File: config.mk
export PLATFORM = sky130hd
export DESIGN_NAME = s444_bist_ctrl
export DESIGN_NICKNAME = d
export VERILOG_FILES = /design/src/rtl/s444_bist_ctrl.sv
export SDC_FILE = /design/constraint.sdc
export NUM_CORES = 1
export LEC_CHECK = 0
export ABC_AREA = 1
export BUFFER_PORTS_ARGS = -buffer_cell sky130_fd_sc_hd__buf_2
export CORE_MARGIN = 5
export CORE_UTILIZATION = 35
export DETAILED_ROUTE_END_ITERATION = 10
export GPL_TIMING_DRIVEN = 0
export SYNTH_ARGS = -nofsm -noshare
export SYNTH_HDL_FRONTEND = slang
export SYNTH_SLANG_ARGS = --single-unit
File: constraint.sdc
create_clock -name clk_i -period 1.2 [get_ports clk_i]
set_input_delay 0 -clock clk_i [delete_from_list [all_inputs] [get_ports clk_i]]
set_output_delay 0 -clock clk_i [all_outputs]
set_load 0.1 [all_outputs]
File: src/rtl/s444_bist_ctrl.sv
// BIST sequencer for the s444 benchmark: flushes the DUT, drives LFSR stimulus,
// compacts the six responses into a 16-bit MISR and reports the signature against GOLDEN.
module s444_bist_ctrl #(
    parameter int unsigned CYCLES       = 1024,
    parameter int unsigned FLUSH_CYCLES = 4,
    parameter logic [15:0] SEED         = 16'hACE1,
    parameter logic [15:0] GOLDEN       = 16'h0000
) (
    input  logic        clk_i,
    input  logic        rst_ni,
    input  logic        start_i,
    input  logic        abort_i,
    input  logic [5:0]  dut_resp_i,
    output logic        dut_g0_o,
    output logic        dut_g1_o,
    output logic        dut_g2_o,
    output logic        busy_o,
    output logic        done_o,
    output logic [15:0] signature_o,
    output logic        pass_o
);

    typedef enum logic [2:0] {StIdle, StFlush, StRun, StDrain, StDone} state_e;

    localparam logic [15:0] RunLast   = 16'(CYCLES - 1);
    localparam logic [15:0] FlushLast = 16'(FLUSH_CYCLES - 1);

    state_e      state_q, state_d;
    logic [15:0] lfsr_q, lfsr_d;
    logic [15:0] misr_q, misr_d;
    logic [15:0] cnt_q, cnt_d;
    logic [15:0] sig_q, sig_d;
    logic        pass_q, pass_d;
    logic        busy_q, busy_d;
    logic        done_q, done_d;

    function automatic logic [15:0] lfsr_step(input logic [15:0] l);
        return {l[14:0], l[15] ^ l[13] ^ l[12] ^ l[10]};
    endfunction

    function automatic logic [15:0] misr_step(input logic [15:0] m, input logic [5:0] r);
        return {m[14:0], m[15] ^ m[13] ^ m[12] ^ m[10]} ^ {10'b0, r};
    endfunction

    always_comb begin
        state_d = state_q;
        lfsr_d  = lfsr_q;
        misr_d  = misr_q;
        cnt_d   = cnt_q;
        sig_d   = sig_q;
        pass_d  = pass_q;

        case (state_q)
            StIdle: begin
                if (start_i) begin
                    state_d = StFlush;
                    lfsr_d  = SEED;
                    misr_d  = 16'h0000;
                    cnt_d   = 16'h0000;
                end
            end
            StFlush: begin
                cnt_d = cnt_q + 16'd1;
                if (cnt_q == FlushLast) begin
                    state_d = StRun;
                    cnt_d   = 16'h0000;
                end
            end
            StRun: begin
                lfsr_d = lfsr_step(lfsr_q);
                misr_d = misr_step(misr_q, dut_resp_i);
                cnt_d  = cnt_q + 16'd1;
                if (cnt_q == RunLast) begin
                    state_d = StDrain;
                end
            end
            StDrain: begin
                // Last MISR update absorbs the response to the final RUN vector.
                misr_d  = misr_step(misr_q, dut_resp_i);
                sig_d   = misr_d;
                pass_d  = (misr_d == GOLDEN);
                state_d = StDone;
            end
            StDone: begin
                state_d = StIdle;
            end
            default: begin
                state_d = StIdle;
            end
        endcase

        if (abort_i) begin
            state_d = StIdle;
            sig_d   = sig_q;
            pass_d  = pass_q;
        end

        busy_d = (state_d == StFlush) || (state_d == StRun) || (state_d == StDrain);
        done_d = (state_d == StDone);
    end

    always_ff @(posedge clk_i or negedge rst_ni) begin
        if (!rst_ni) begin
            state_q <= StIdle;
            lfsr_q  <= SEED;
            misr_q  <= 16'h0000;
            cnt_q   <= 16'h0000;
            sig_q   <= 16'h0000;
            pass_q  <= (GOLDEN == 16'h0000);
            busy_q  <= 1'b0;
            done_q  <= 1'b0;
        end else begin
            state_q <= state_d;
            lfsr_q  <= lfsr_d;
            misr_q  <= misr_d;
            cnt_q   <= cnt_d;
            sig_q   <= sig_d;
            pass_q  <= pass_d;
            busy_q  <= busy_d;
            done_q  <= done_d;
        end
    end

    // Stimulus is decoded from registered state only, so no input reaches it combinationally.
    always_comb begin
        dut_g0_o = 1'b0;
        dut_g1_o = 1'b0;
        dut_g2_o = 1'b0;
        case (state_q)
            StFlush: dut_g0_o = 1'b1;
            StRun: begin
                dut_g0_o = &lfsr_q[2:0];
                dut_g1_o = lfsr_q[3];
                dut_g2_o = lfsr_q[4];
            end
            default: ;
        endcase
    end

    assign busy_o      = busy_q;
    assign done_o      = done_q;
    assign signature_o = sig_q;
    assign pass_o      = pass_q;

endmodule

# Word level (Yosys, flattened, before mapping)
# Index checks and enable logic that the tools add are counted.
# op_classes
n_addsub	1
order_cmp	0
shifts	0
div	0
mul	0
n_mux	14
n_reduce_logical	13
n_eq_ne	10
n_bitwise	8
# op_table
operator	count
$pmux W16 S2	2
$mux W16	3
$pmux W16 S3	1
$add A16 B1 Y16 const B	1
$eq A16 B10 Y1 const B	1
$eq A16 B2 Y1 const B	1
$logic_not A16 Y1	1
$xor A16 B6 Y16	1
$eq A3 B2 Y1 const B	4
$mux W3	4
$pmux W3 S4	1
$reduce_and A2 Y1	4
$eq A3 B1 Y1 const B	2
$xor A1 B1 Y1	6
$reduce_bool A2 Y1	2
$eq A3 B3 Y1 const B	1
$logic_not A3 Y1	1
$reduce_and A3 Y1	1
$reduce_bool A3 Y1	1
$logic_or A1 B1 Y1	2
$mux W1	2
$ne A2 B2 Y1 const B	1
$pmux W1 S2	1
$reduce_or A2 Y1	1
$not A1 Y1	1
# word_totals
inputBits	10
word_cells	54
output_inout_bits	22
reg_bits	70
ram_bits	0
mem_bits_ro	0
latchBits	0
n_memories	0

# Logic depth before layout (Yosys ltp)
# Gate-level depths: netlist of run 1.
# depth
depth_word	7
ltp_mapped	10
ltp_nobuf	10

# Worst setup path before layout of run 1
# Ideal clock, no wire load.
# synth_path
kind	register to output
start	reg state_q[2]
end	out dut_g0_o
stages_incl_launch_ff	5
setup_slack_ns	-1.374
required_time_ns	1.200
n_path_buf	1
arrival_time_ns	2.574
path_cell_list	dfrtp_1 -> nor2_4 -> nand2_4 -> buf_2 -> o41ai_2
# synth_via
elab_chain_cells	2
elab_cells_between_ends	3
cone_classes	eq/ne (2); mux (1)
# synth_rtl
element	line_no	rtl
from (decl)	28	state_e state_q, state_d;
from (signal assigned)	104	state_q <= StIdle;
from (signal assigned)	113	state_q <= state_d;
$eq A3 B2 Y1 / $eq A3 B1 Y1 (equally long branches)	129	case (state_q)
$pmux W1 S2 *	129	
to (decl)	14	output logic dut_g0_o,
# Mark *: on every way between the ends. The rest lies on a longest branch, timed or not.

# Worst setup path after layout of run 1
# Same ends and word-level chain as after synthesis.

==> metrics.md, run 1 <==
| Metric | Value |
|---|---|
| Status | `finished, violations left` |
| Failing checks | `negative setup slack` |
| P_leak | `around 0.0023 uW` |
| Violation count after the first detailed-route iteration | `180` |
| Required @ worst endpoint | `1.20 ns` |
| Clock transition at the registers of the reported paths | `0.08 ns` |
| Cell variety after synth | `34` |
| Clock sink count | `70` |
| Worst vdd ir | `about 0.62 mV` |
| Max Slew Vio Count | `0` |
| Area delta synth->final | `39.0%` |
| Post-synth EDFFs | `0` |
| Detailed-route DRC error count | `0` |
| FMAX | `~620 MHz` |
| Top FF cell, synth | `dfrtp_1` |
| Cell mode on critical path | `buf_6` |
| WHS | `0.0205 ns` |
| Starting density of the core | `35.7%` |
| Die Span X | `~110 um` |
| Number of global-route vias before repair | `around 2900` |
| Rel. slew slack | `39.0%` |
| Crit-path slowest cell | `dfrtp_2` |
| Share of layout cells above drive strength 1 | `41.8%` |
| Grt ovf | `0` |
| Post-DRT Antenna Nets | `0` |
| Total negative slack | `-10.89 ns` |
| Commonest non-fill, non-tap cell in the layout | `nand2_1` |
| Avg Synthesized Cell Area | `between 8 and 9 sq um` |
| Die H | `approximately 110 um` |
| Top delay family on crit path | `flip-flops` |
| CTS Buf Count | `9` |
| GR Util All Layers | `15.0%` |
| Max Clock Skew | `0.00980 ns` |
| Sequential area share after synthesis | `50.8%` |
| Placed Instances | `561` |
| Arr. time, crit path | `1.62 ns` |
| WL per Instance | `14.1 um` |
| IO Pins | `32` |
| Worst Path Max Fanout | `10` |
| Non-Filler Instances | `~620` |
| Max clock buf depth | `2` |
| N_diodes | `0` |
| Register area | `1770 sq um` |
| CP Capture Type | `output pin` |
| Tmin final | `1.62 ns` |
| Number of max-cap violations | `0` |
| Cells after synthesis | `397` |
| Initial antenna violation count | `0` |
| Async set-reset flop share out of synthesis | `100%` |
| HPWL after DPL | `5290 um` |
| Flops & latches, synth | `70` |
| Final setup margin | `-0.418 ns` |
| Power per cell area | `1280 nW/um^2` |
| Vias | `3020` |
| Most frequent cells in the layout | `82 x nand2_1, 55 x dfrtp_1, 43 x inv_1` |
| Fin crit share | `135%` |
| Die ar. | `12000 sq um` |
| RSZ-0062 raised after global routing | `yes` |
| CTS tree | `yes` |
| Num rows | `36` |
| Skew-Pair Late Insertion Delay | `0.34 ns` |
| PortBufs | `31` |
| Vias/cell | `4.88` |
| Layout net count | `492` |
| Final setup violation count | `71` |
| Syn_nets | `408` |
| CP cell instances | `nor2_4 > nand2_4 > buf_6 > o41ai_4 > buf_6` |
| Mapped cell area | `3470 sq um` |
| Multi-input gate area | `1690 sq um` |
| Core footprint | `~9700 sq um` |
| Largest net degree at the start of global routing | `71` |
| Worst Hold Class | `primary input to register` |
| Synth Warn # | `0` |
| Crit path buf inv count | `2` |
| Critical Path Max Stage Delay | `0.43 ns` |
| Total wire length | `approximately 8700 um` |
| DR pass1 iterations | `4` |
| First-pass GRT wire length | `14200 um` |
| Setup crit start kind | `register` |
| WS Path Type | `register to output pin` |
| Worst-margin pin slew | `0.915 ns` |
| FILL cells | `approximately 920` |
| H-tree Lvls | `3` |
| Final hold vios | `0` |
| Global placement routability congestion | `about 0.91` |
| Root buf cell | `clkbuf_8` |
## synthesized netlist by cell type (3+ instances only)
| cell | instances | share of area, % |
|---|---|---|
| buf_6 | 8 | 2.6 |
| o21ai_0 | 14 | 2.0 |
| a21oi_1 | 4 | 0.58 |
| buf_2 | 3 | 0.43 |
| inv_1 | 48 | 5.2 |
| nor2_1 | 36 | 3.9 |
| nand4_1 | 12 | 2.2 |
| nand3_1 | 19 | 2.7 |
| o21ai_2 | 15 | 3.8 |
| dfrtp_1 | 61 | 44 |
| xor2_1 | 3 | 0.76 |
| nand2_1 | 99 | 11 |
| a22oi_1 | 4 | 0.87 |
| o22ai_1 | 11 | 2.0 |
| o21bai_1 | 4 | 0.87 |
| o21ai_1 | 11 | 1.6 |
| xnor2_1 | 6 | 1.5 |
| o211ai_1 | 10 | 2.2 |
| inv_2 | 3 | 0.32 |
| dfstp_2 | 9 | 6.8 |
## tightest hold or removal path, cell delays in order
cell and delay [ns]:
buf_2 0.09, xnor2_1 0.11, o21ai_2 0.13
## through the flow
stage	util (%)	total power [uW]	setup WS [ns]	instance area, sq um
global route	49.6	6450	-0.491	4820
detailed placement	39.4	3740	-0.450	3830
finish	49.6	6180	-0.418	4820
CTS	46.2	5910	-0.422	4490
floorplan	-	3480	-0.725	3510
global placement	39.3	3720	-0.437	3830
## sequential cells by signal, indices dropped and copies added (netlist names)
signal and cells:
lfsr_q 16, done_o 1, busy_o 1, cnt_q 16
state_q 3, signature_o 16, pass_o 1, misr_q 16
## path summary, 6_finish.rpt
kind,start,end,slack [ns],cells past startpoint
worst max-delay path,state_q[2],dut_g0_o,-0.42,5
worst min-delay path,dut_resp_i[4],signature_o[4],0.02,3
worst max register to register,state_q[0],cnt_q[11],-0.26,8
worst min register to register,signature_o[10],signature_o[10],0.48,2
max in group asynchronous,rst_ni,state_q[2],0.21,2
min in group asynchronous,rst_ni,misr_q[3],0.33,2
## cells by family (layout without fill, tap and decap cells)
kind of cell	count (synthesis)	count (layout)	synth area share, %
simple gates	177	178	22.7
compound gates	77	77	15.1
flops	70	70	50.8
buf+inv	63	151	8.72
xor+xnor	9	9	2.27
fa+ha+maj	1	1	0.360
## metal layers
layer  part of all wire (%)  GRT usage (%)
met1                     42           19.1
met2                     51           25.4
met3                    5.2           3.35
met4                    1.6           4.36
met5                      0              0
## repair_timing
action                                 4_1_cts  5_1_grt
endpoints found under the hold margin       63        0
hold buffers                                 2        0
gates resized for setup                     78       54
pin swaps                                   18       21
gates cloned                                 5        2
buffers inserted                            20       13
setup endpoints to repair                   72       72
## report_power, final
group / switching [uW] / total, uW / internal (uW)
clock network: 932 / 1950 / 1020
logic: 1040 / 1620 / 585
registers: 108 / 2600 / 2490
## cell type report
| cell class | count | share of cell area, % |
|---|---|---|
| Inverter | 52 | 4.54 |
| Sequential cell | 70 | 36.7 |
| Clock inverter | 5 | 1.22 |
| Buffer | 11 | 3.06 |
| Timing Repair Buffer | 72 | 13.0 |
| Multi-Input combinational cell | 265 | 35.0 |
| Clock buffer | 11 | 2.93 |
| Tap cell | 133 | 3.45 |
(Power assumes the default switching activity.)
==> run 2, diff against run 1 <==
--- a/config.mk
+++ b/config.mk
@@ -7,8 +7,8 @@
 export LEC_CHECK = 0
 export ABC_AREA = 1
 export BUFFER_PORTS_ARGS = -buffer_cell sky130_fd_sc_hd__buf_2
-export CORE_MARGIN = 5
-export CORE_UTILIZATION = 35
+export CORE_MARGIN = 3
+export CORE_UTILIZATION = 30
 export DETAILED_ROUTE_END_ITERATION = 10
 export GPL_TIMING_DRIVEN = 0
 export SYNTH_ARGS = -nofsm -noshare
==> run 2 against run 1 <==
Net effect:
- the flow still finishes with violations (negative setup slack)
- clock power rose by 38%
- final area fell by 0.29%
- sequential share of layout area rose by 0.053 points
- non-clock buffer count fell by 3
- die area rose by 7.4%
- critical path depth did not move
- critical path type unchanged
- setup slack got worse by 0.0089 ns
==> metrics.md, run 2 (synthesized netlist as in run 1, its figures left out) <==
| Metric | Value |
|---|---|
| Status | `finished, violations left` |
| Failing checks | `negative setup slack` |
| Die ar. | `12900 sq um (+7.4%)` |
| Vias/cell | `4.76 (-2.5%)` |
| Worst R2R Setup Slack | `-0.23 ns (+0.03 ns)` |
| Net Sw Frac | `32.3% (-1.4 points)` |
| Rel. slew slack | `67.6% (+29 points)` |
| CTS tree | `yes` |
| DR pass1 iterations | `4 (unchanged)` |
| Worst Path Max Fanout | `10 (unchanged)` |
| Final setup violation count | `67 (-5.6%)` |
| Worst Hold Class | `primary input to register` |
| Final core utilization | `43.4% (-6.2 points)` |
| Final hold vios | `0 (unchanged)` |
| CP Capture Type | `output pin` |
| Worst vdd ir | `0.900 mV (+45%)` |
| Required @ worst endpoint | `1.20 ns (about the same)` |
| Starting density of the core | `31.3% (-4.3 points)` |
| WS Path Type | `register to output pin` |
| Post-DRT Antenna Nets | `0 (unchanged)` |
| Layout net count | `489 (-0.61%)` |
| Clock sink count | `70 (unchanged)` |
| WHS Path Cells | `3 (unchanged)` |
| Number of global-route vias before repair | `2956 (+0.34%)` |
| Reg-to-reg startpoint | `state_q[0]` |
| H-tree Lvls | `3 (unchanged)` |
| WL per Instance | `13.9 um (-1.0%)` |
| Number of max-cap violations | `0 (unchanged)` |
| CTS Buf Count | `9 (unchanged)` |
| Largest net degree at the start of global routing | `71 (unchanged)` |
| GR Util All Layers | `14.2% (-0.80 points)` |
| Commonest non-fill, non-tap cell in the layout | `nand2_1` |
| Share of layout cells above drive strength 1 | `39.1% (-2.6 points)` |
| Skew-Pair Late Insertion Delay | `0.34 ns (about the same)` |
| PortBufs | `31 (unchanged)` |
| FMAX | `615 MHz (-0.55%)` |
| HPWL after DPL | `5310 um (+0.28%)` |
| IO Pins | `32 (unchanged)` |
| Area delta synth->final | `38.6%` |
| First-pass GRT wire length | `14500 um (+1.7%)` |
| Grt ovf | `0 (unchanged)` |
| Initial antenna violation count | `0 (unchanged)` |
| Psw | `2200 uW (+5.8%)` |
| Cells on worst reg2reg path | `8 (unchanged)` |
| Seq pwr share | `38.4% (-3.7 points)` |
| Final setup margin | `-0.427 ns (-0.00887 ns)` |
| Num rows | `38 (+5.6%)` |
| N_diodes | `0 (unchanged)` |
| Combinational share of power | `22.2% (-4.1 points)` |
| Max Slew Vio Count | `0 (unchanged)` |
| Detailed-route DRC error count | `0 (unchanged)` |
| Clock transition at the registers of the reported paths | `0.06 ns (-0.02 ns)` |
| Clock power share | `39.4% (+7.8 points)` |
| WHS | `0.0233 ns (+0.00275 ns)` |
| Die Span X | `114 um (+3.6%)` |
| Max clock buf depth | `2 (unchanged)` |
| Vias | `2965 (-1.8%)` |
| Root buf cell | `clkbuf_16` |
| Max Clock Skew | `0.00399 ns (-0.00581 ns)` |
| Tmin final | `1.63 ns (+0.00887 ns)` |
| Hold Path Origin | `dut_resp_i[2]` |
| Total negative slack | `-8.79 ns (+2.10 ns)` |
| Core footprint | `11100 sq um (+14%)` |
| Violation count after the first detailed-route iteration | `154 (-14%)` |
| Worst-margin pin slew | `0.490 ns (-0.424 ns)` |
| Power per cell area | `1420 nW/um^2 (+11%)` |
| Reg-to-reg endpoint | `cnt_q[2]` |
| Hold Path Sink | `signature_o[2]` |
| Arr. time, crit path | `1.63 ns (about the same)` |
| Setup crit start kind | `register` |
| Most frequent cells in the layout | `84 x nand2_1, 57 x dfrtp_1, 41 x inv_1` |
| Global placement routability congestion | `0.853 (-6.8%)` |
| RSZ-0062 raised after global routing | `yes` |
| Total wire length | `8680 um (-0.37%)` |
| P_int | `4610 uW (+13%)` |
| Fin crit share | `136% (+0.74 points)` |
| Die H | `114 um (+3.6%)` |
| P_leak | `0.00227 uW (+0.71%)` |
[run 2: cell count changes in the layout (fill, tap and decap cells not counted), sizes merged]
cell | previous run | this run
clkbuf | 13 | 9
clkinvlp | 3 | 2
clkinv | 1 | 3
bufbuf | 0 | 1
buf | 79 | 77
inv | 52 | 53
[run 2: layout make-up]
cell class                 instances  area, sq um
fill                            1067         6270
sequential                        70         1770
multi-input combinational        265         1650
timing repair buffer              69          581
clock buffer                       9          225
inverter                          52          208
tap                              140          175
buffer                            11          131
clock inverter                     7         72.6
[run 2: power groups by stage]
stage	logic (uW)	registers (uW)	clock network [uW]
after detailed placement	1120	2630	0
final	1510	2610	2690
after global placement	1100	2630	0
after CTS	1310	2600	2730
after floorplan	477	3010	0
after global routing	1620	2630	2840
[run 2: timing repair]
item | 4_1_cts | 5_1_grt
hold endpoints to repair | 72 | 0
setup endpoints to repair | 72 | 71
pin swaps | 15 | 19
hold buffers | 2 | 0
setup buffers | 22 | 10
resized for setup | 60 | 51
cloned | 4 | 1
[run 2: worst max path at each step]
stage	slack, ns	endpoint	startpoint	cells past startpoint
2_1_floorplan	-0.73	dut_g0_o	state_q[0]	4
3_3_place_gp	-0.44	dut_g0_o	state_q[0]	5
3_5_place_dp	-0.44	dut_g0_o	state_q[0]	5
4_1_cts	-0.41	dut_g0_o	state_q[2]	5
5_1_grt	-0.49	dut_g0_o	state_q[0]	5
6_report	-0.43	dut_g0_o	state_q[0]	5
[run 2: metal layers]
metal  global-route usage [%]  vias up  wire length, um
li1                         -     1474                -
met1                     18.2     1413             3950
met2                     23.0       59             4140
met3                     3.93       19              390
met4                     4.89        0              195
met5                        0        -                0
[run 2: stage by stage]
stage | std cells | worst slack [ns] | area [sq um] | power [uW]
finish | 623 | -0.427 | 4810 | 6810
global route | 623 | -0.487 | 4810 | 7090
CTS | 613 | -0.412 | 4600 | 6640
detailed placement | 569 | -0.440 | 3870 | 3750
global placement | 568 | -0.435 | 3840 | 3720
floorplan | 397 | -0.725 | 3510 | 3480
[run 2: worst max-delay path, stage by stage (launching register included)]
cell and delay [ns]:
dfrtp_1 0.42, nor2_4 0.16, nand2_4 0.06, buf_6 0.15, o41ai_4 0.23, buf_6 0.27
==> run 3, diff against run 2 <==
--- a/config.mk
+++ b/config.mk
@@ -7,6 +7,7 @@
 export LEC_CHECK = 0
 export ABC_AREA = 1
 export BUFFER_PORTS_ARGS = -buffer_cell sky130_fd_sc_hd__buf_2
+export CORE_ASPECT_RATIO = 1.2
 export CORE_MARGIN = 3
 export CORE_UTILIZATION = 30
 export DETAILED_ROUTE_END_ITERATION = 10
==> run 3 against run 2 <==
Net effect:
- the run still ends with negative setup slack left
- cell count grew 3.2%
- clock power fell by 4%
- sequential share of layout area decreased by 1.3 points
- fmax up 2.6%
- setup slack improved by 0.042 ns
- first-iteration DRC count increased by 40%
- flip-flop and latch count unchanged
- clock skew is 0.00076 ns higher
- register-to-register slack is essentially flat
- non-clock buffer count grew 7
- critical path type unchanged
==> metrics.md, run 3 (synthesized netlist as in run 1, its figures left out) <==
| Metric | Value |
|---|---|
| Status | `finished, violations left` |
| Failing checks | `negative setup slack` |
| FILL cells | `1033 (-3.2%)` |
| H-tree Lvls | `3 (unchanged)` |
| Worst Setup SP | `state_q[2]` |
| Power per cell area | `1360 nW/um^2 (-4.1%)` |
| Worst Hold Class | `primary input to register` |
| Die H | `124 um (+9.0%)` |
| Worst-margin pin slew | `0.908 ns (+0.418 ns)` |
| Total power | `6790 uW (-0.36%)` |
| Worst R2R Setup Slack | `-0.24 ns (about the same)` |
| Final setup violation count | `70 (+4.5%)` |
| HPWL after DPL | `5380 um (+1.5%)` |
| Root buf cell | `clkbuf_16` |
| Die Span X | `104 um (-8.3%)` |
| Max Slew Vio Count | `0 (unchanged)` |
| Most frequent cells in the layout | `83 x nand2_1, 55 x dfrtp_1, 43 x inv_1` |
| Post-DRT Antenna Nets | `0 (unchanged)` |
| CTS tree | `yes` |
| Psw | `2090 uW (-5.1%)` |
| Largest net degree at the start of global routing | `71 (unchanged)` |
| Worst vdd ir | `0.613 mV (-32%)` |
| Total negative slack | `-10.98 ns (-2.19 ns)` |
| GR Util All Layers | `13.6% (-0.51 points)` |
| Grt ovf | `0 (unchanged)` |
| Die ar. | `12900 sq um (about the same)` |
| Clock sink count | `70 (unchanged)` |
| Required @ worst endpoint | `1.20 ns (about the same)` |
| CTS Buf Count | `9 (unchanged)` |
| Max clock buf depth | `2 (unchanged)` |
| Vias/cell | `4.79 (+0.75%)` |
| Non-Filler Instances | `643 (+3.2%)` |
| Cells on worst reg2reg path | `7 (-1)` |
| Seq pwr share | `38.5% (about the same)` |
| Combinational share of power | `23.3% (+1.1 points)` |
| Layout net count | `496 (+1.4%)` |
| N_diodes | `0 (unchanged)` |
| Final hold vios | `0 (unchanged)` |
| Worst Path Max Fanout | `7 (-3)` |
| Placed Instances | `582 (+2.3%)` |
| Reg-to-reg startpoint | `state_q[2]` |
| Global placement routability congestion | `0.810 (-5.0%)` |
| P_leak | `0.00235 uW (+3.7%)` |
| Fin crit share | `132% (-3.5 points)` |
| Number of max-cap violations | `0 (unchanged)` |
| Initial antenna violation count | `0 (unchanged)` |
| WL per Instance | `14.0 um (+0.60%)` |
| Core footprint | `11100 sq um (+0.57%)` |
| WS Path Type | `register to output pin` |
| Number of global-route vias before repair | `2986 (+1.0%)` |
| Max Clock Skew | `0.00476 ns (+0.000764 ns)` |
| Arr. time, crit path | `1.59 ns (-0.04 ns)` |
| DP Worst Slack | `-0.436 ns (+0.00401 ns)` |
| Final setup margin | `-0.385 ns (+0.0417 ns)` |
| Net Sw Frac | `30.8% (-1.5 points)` |
| Setup crit start kind | `register` |
| RSZ-0062 raised after global routing | `yes` |
| DR pass1 iterations | `5 (+1)` |
| Area delta synth->final | `44.0%` |
| Skew-Pair Late Insertion Delay | `0.33 ns (about the same)` |
| Detailed-route DRC error count | `0 (unchanged)` |
| Crit path to | `dut_g0_o` |
| Starting density of the core | `31.2% (-0.18 points)` |
| Rel. slew slack | `39.5% (-28 points)` |
| Clock power share | `38.2% (-1.2 points)` |
| Reg-to-reg endpoint | `cnt_q[3]` |
| Num rows | `42 (+11%)` |
| Violation count after the first detailed-route iteration | `216 (+40%)` |
| Share of layout cells above drive strength 1 | `40.7% (+1.6 points)` |
| P_int | `4700 uW (+1.9%)` |
| Vias | `3083 (+4.0%)` |
| PortBufs | `31 (unchanged)` |
| Clock transition at the registers of the reported paths | `0.06 ns (about the same)` |
| First-pass GRT wire length | `14000 um (-3.2%)` |
| FMAX | `631 MHz (+2.6%)` |
| CP Capture Type | `output pin` |
| Commonest non-fill, non-tap cell in the layout | `nand2_1` |
| Total wire length | `9010 um (+3.8%)` |
| Tmin final | `1.59 ns (-0.0417 ns)` |
| IO Pins | `32 (unchanged)` |
==> run 3: cell types whose count changed in the layout (fill, tap and decap cells not counted), sizes merged <==
cell,delta
buf,+6
clkinvlp,-2
clkinv,-1
clkbuf,+6
bufbuf,-1
inv,-2
==> run 3: what timing repair did <==
item | 4_1_cts | 5_1_grt
setup buffers | 27 | 17
setup endpoints to repair | 72 | 72
hold endpoints to repair | 63 | 0
cloned | 2 | 4
resized for setup | 78 | 64
hold buffers | 2 | 0
pin swaps | 27 | 28
==> run 3: worst min path at each step <==
stage,startpoint,end,slack [ns],cells past startpoint
floorplan,rst_ni,busy_o,-0.30,0
detailed placement,rst_ni,signature_o[2],0.18,1
global route,dut_resp_i[1],signature_o[1],0.06,3
global placement,abort_i,done_o,0.25,2
CTS,dut_resp_i[3],signature_o[3],0.03,3
finish,dut_resp_i[3],signature_o[3],0.03,3
==> run 3: final cells by class <==
class | count | area, sq um | area share, %
Sequential cell | 70 | 1770 | 35.4
Multi-Input combinational cell | 265 | 1690 | 33.9
Timing Repair Buffer | 76 | 688 | 13.8
Clock buffer | 13 | 250 | 5.01
Inverter | 52 | 218 | 4.36
Tap cell | 154 | 193 | 3.85
Buffer | 11 | 150 | 3.00
Clock inverter | 2 | 35.0 | 0.701
==> run 3: metrics by stage <==
| step | hold slack [ns] | util [%] | instance area [sq um] |
|---|---|---|---|
| 2_1_floorplan | -0.296 | - | 3510 |
| 3_3_place_gp | 0.246 | 34.6 | 3850 |
| 3_5_place_dp | 0.182 | 34.6 | 3860 |
| 4_1_cts | 0.0262 | 42.0 | 4680 |
| 5_1_grt | 0.0568 | 44.9 | 5000 |
| 6_report | 0.0318 | 44.9 | 5000 |
==> run 3: worst max-delay path, stage by stage (launching register included) <==
cell	delay [ns]
dfrtp_2	0.43
buf_4	0.17
inv_4	0.08
nand3_4	0.10
buf_8	0.16
o41ai_4	0.05
buf_6	0.27
==> run 3: power groups by stage <==
stage	Clock (uW)	Combinational [uW]	Sequential [uW]
floorplan	0	477	3010
global placement	0	1090	2630
detailed placement	0	1120	2630
CTS	2640	1320	2610
global route	2760	1700	2630
finish	2590	1580	2610
==> run 3: layer usage <==
metal	GRT usage, %	part of all wire (%)	routed length [um]
met5	0	0	0
met4	6.23	2.8	251
met3	3.37	3.8	338
met2	24.2	53	4760
met1	15.7	41	3660
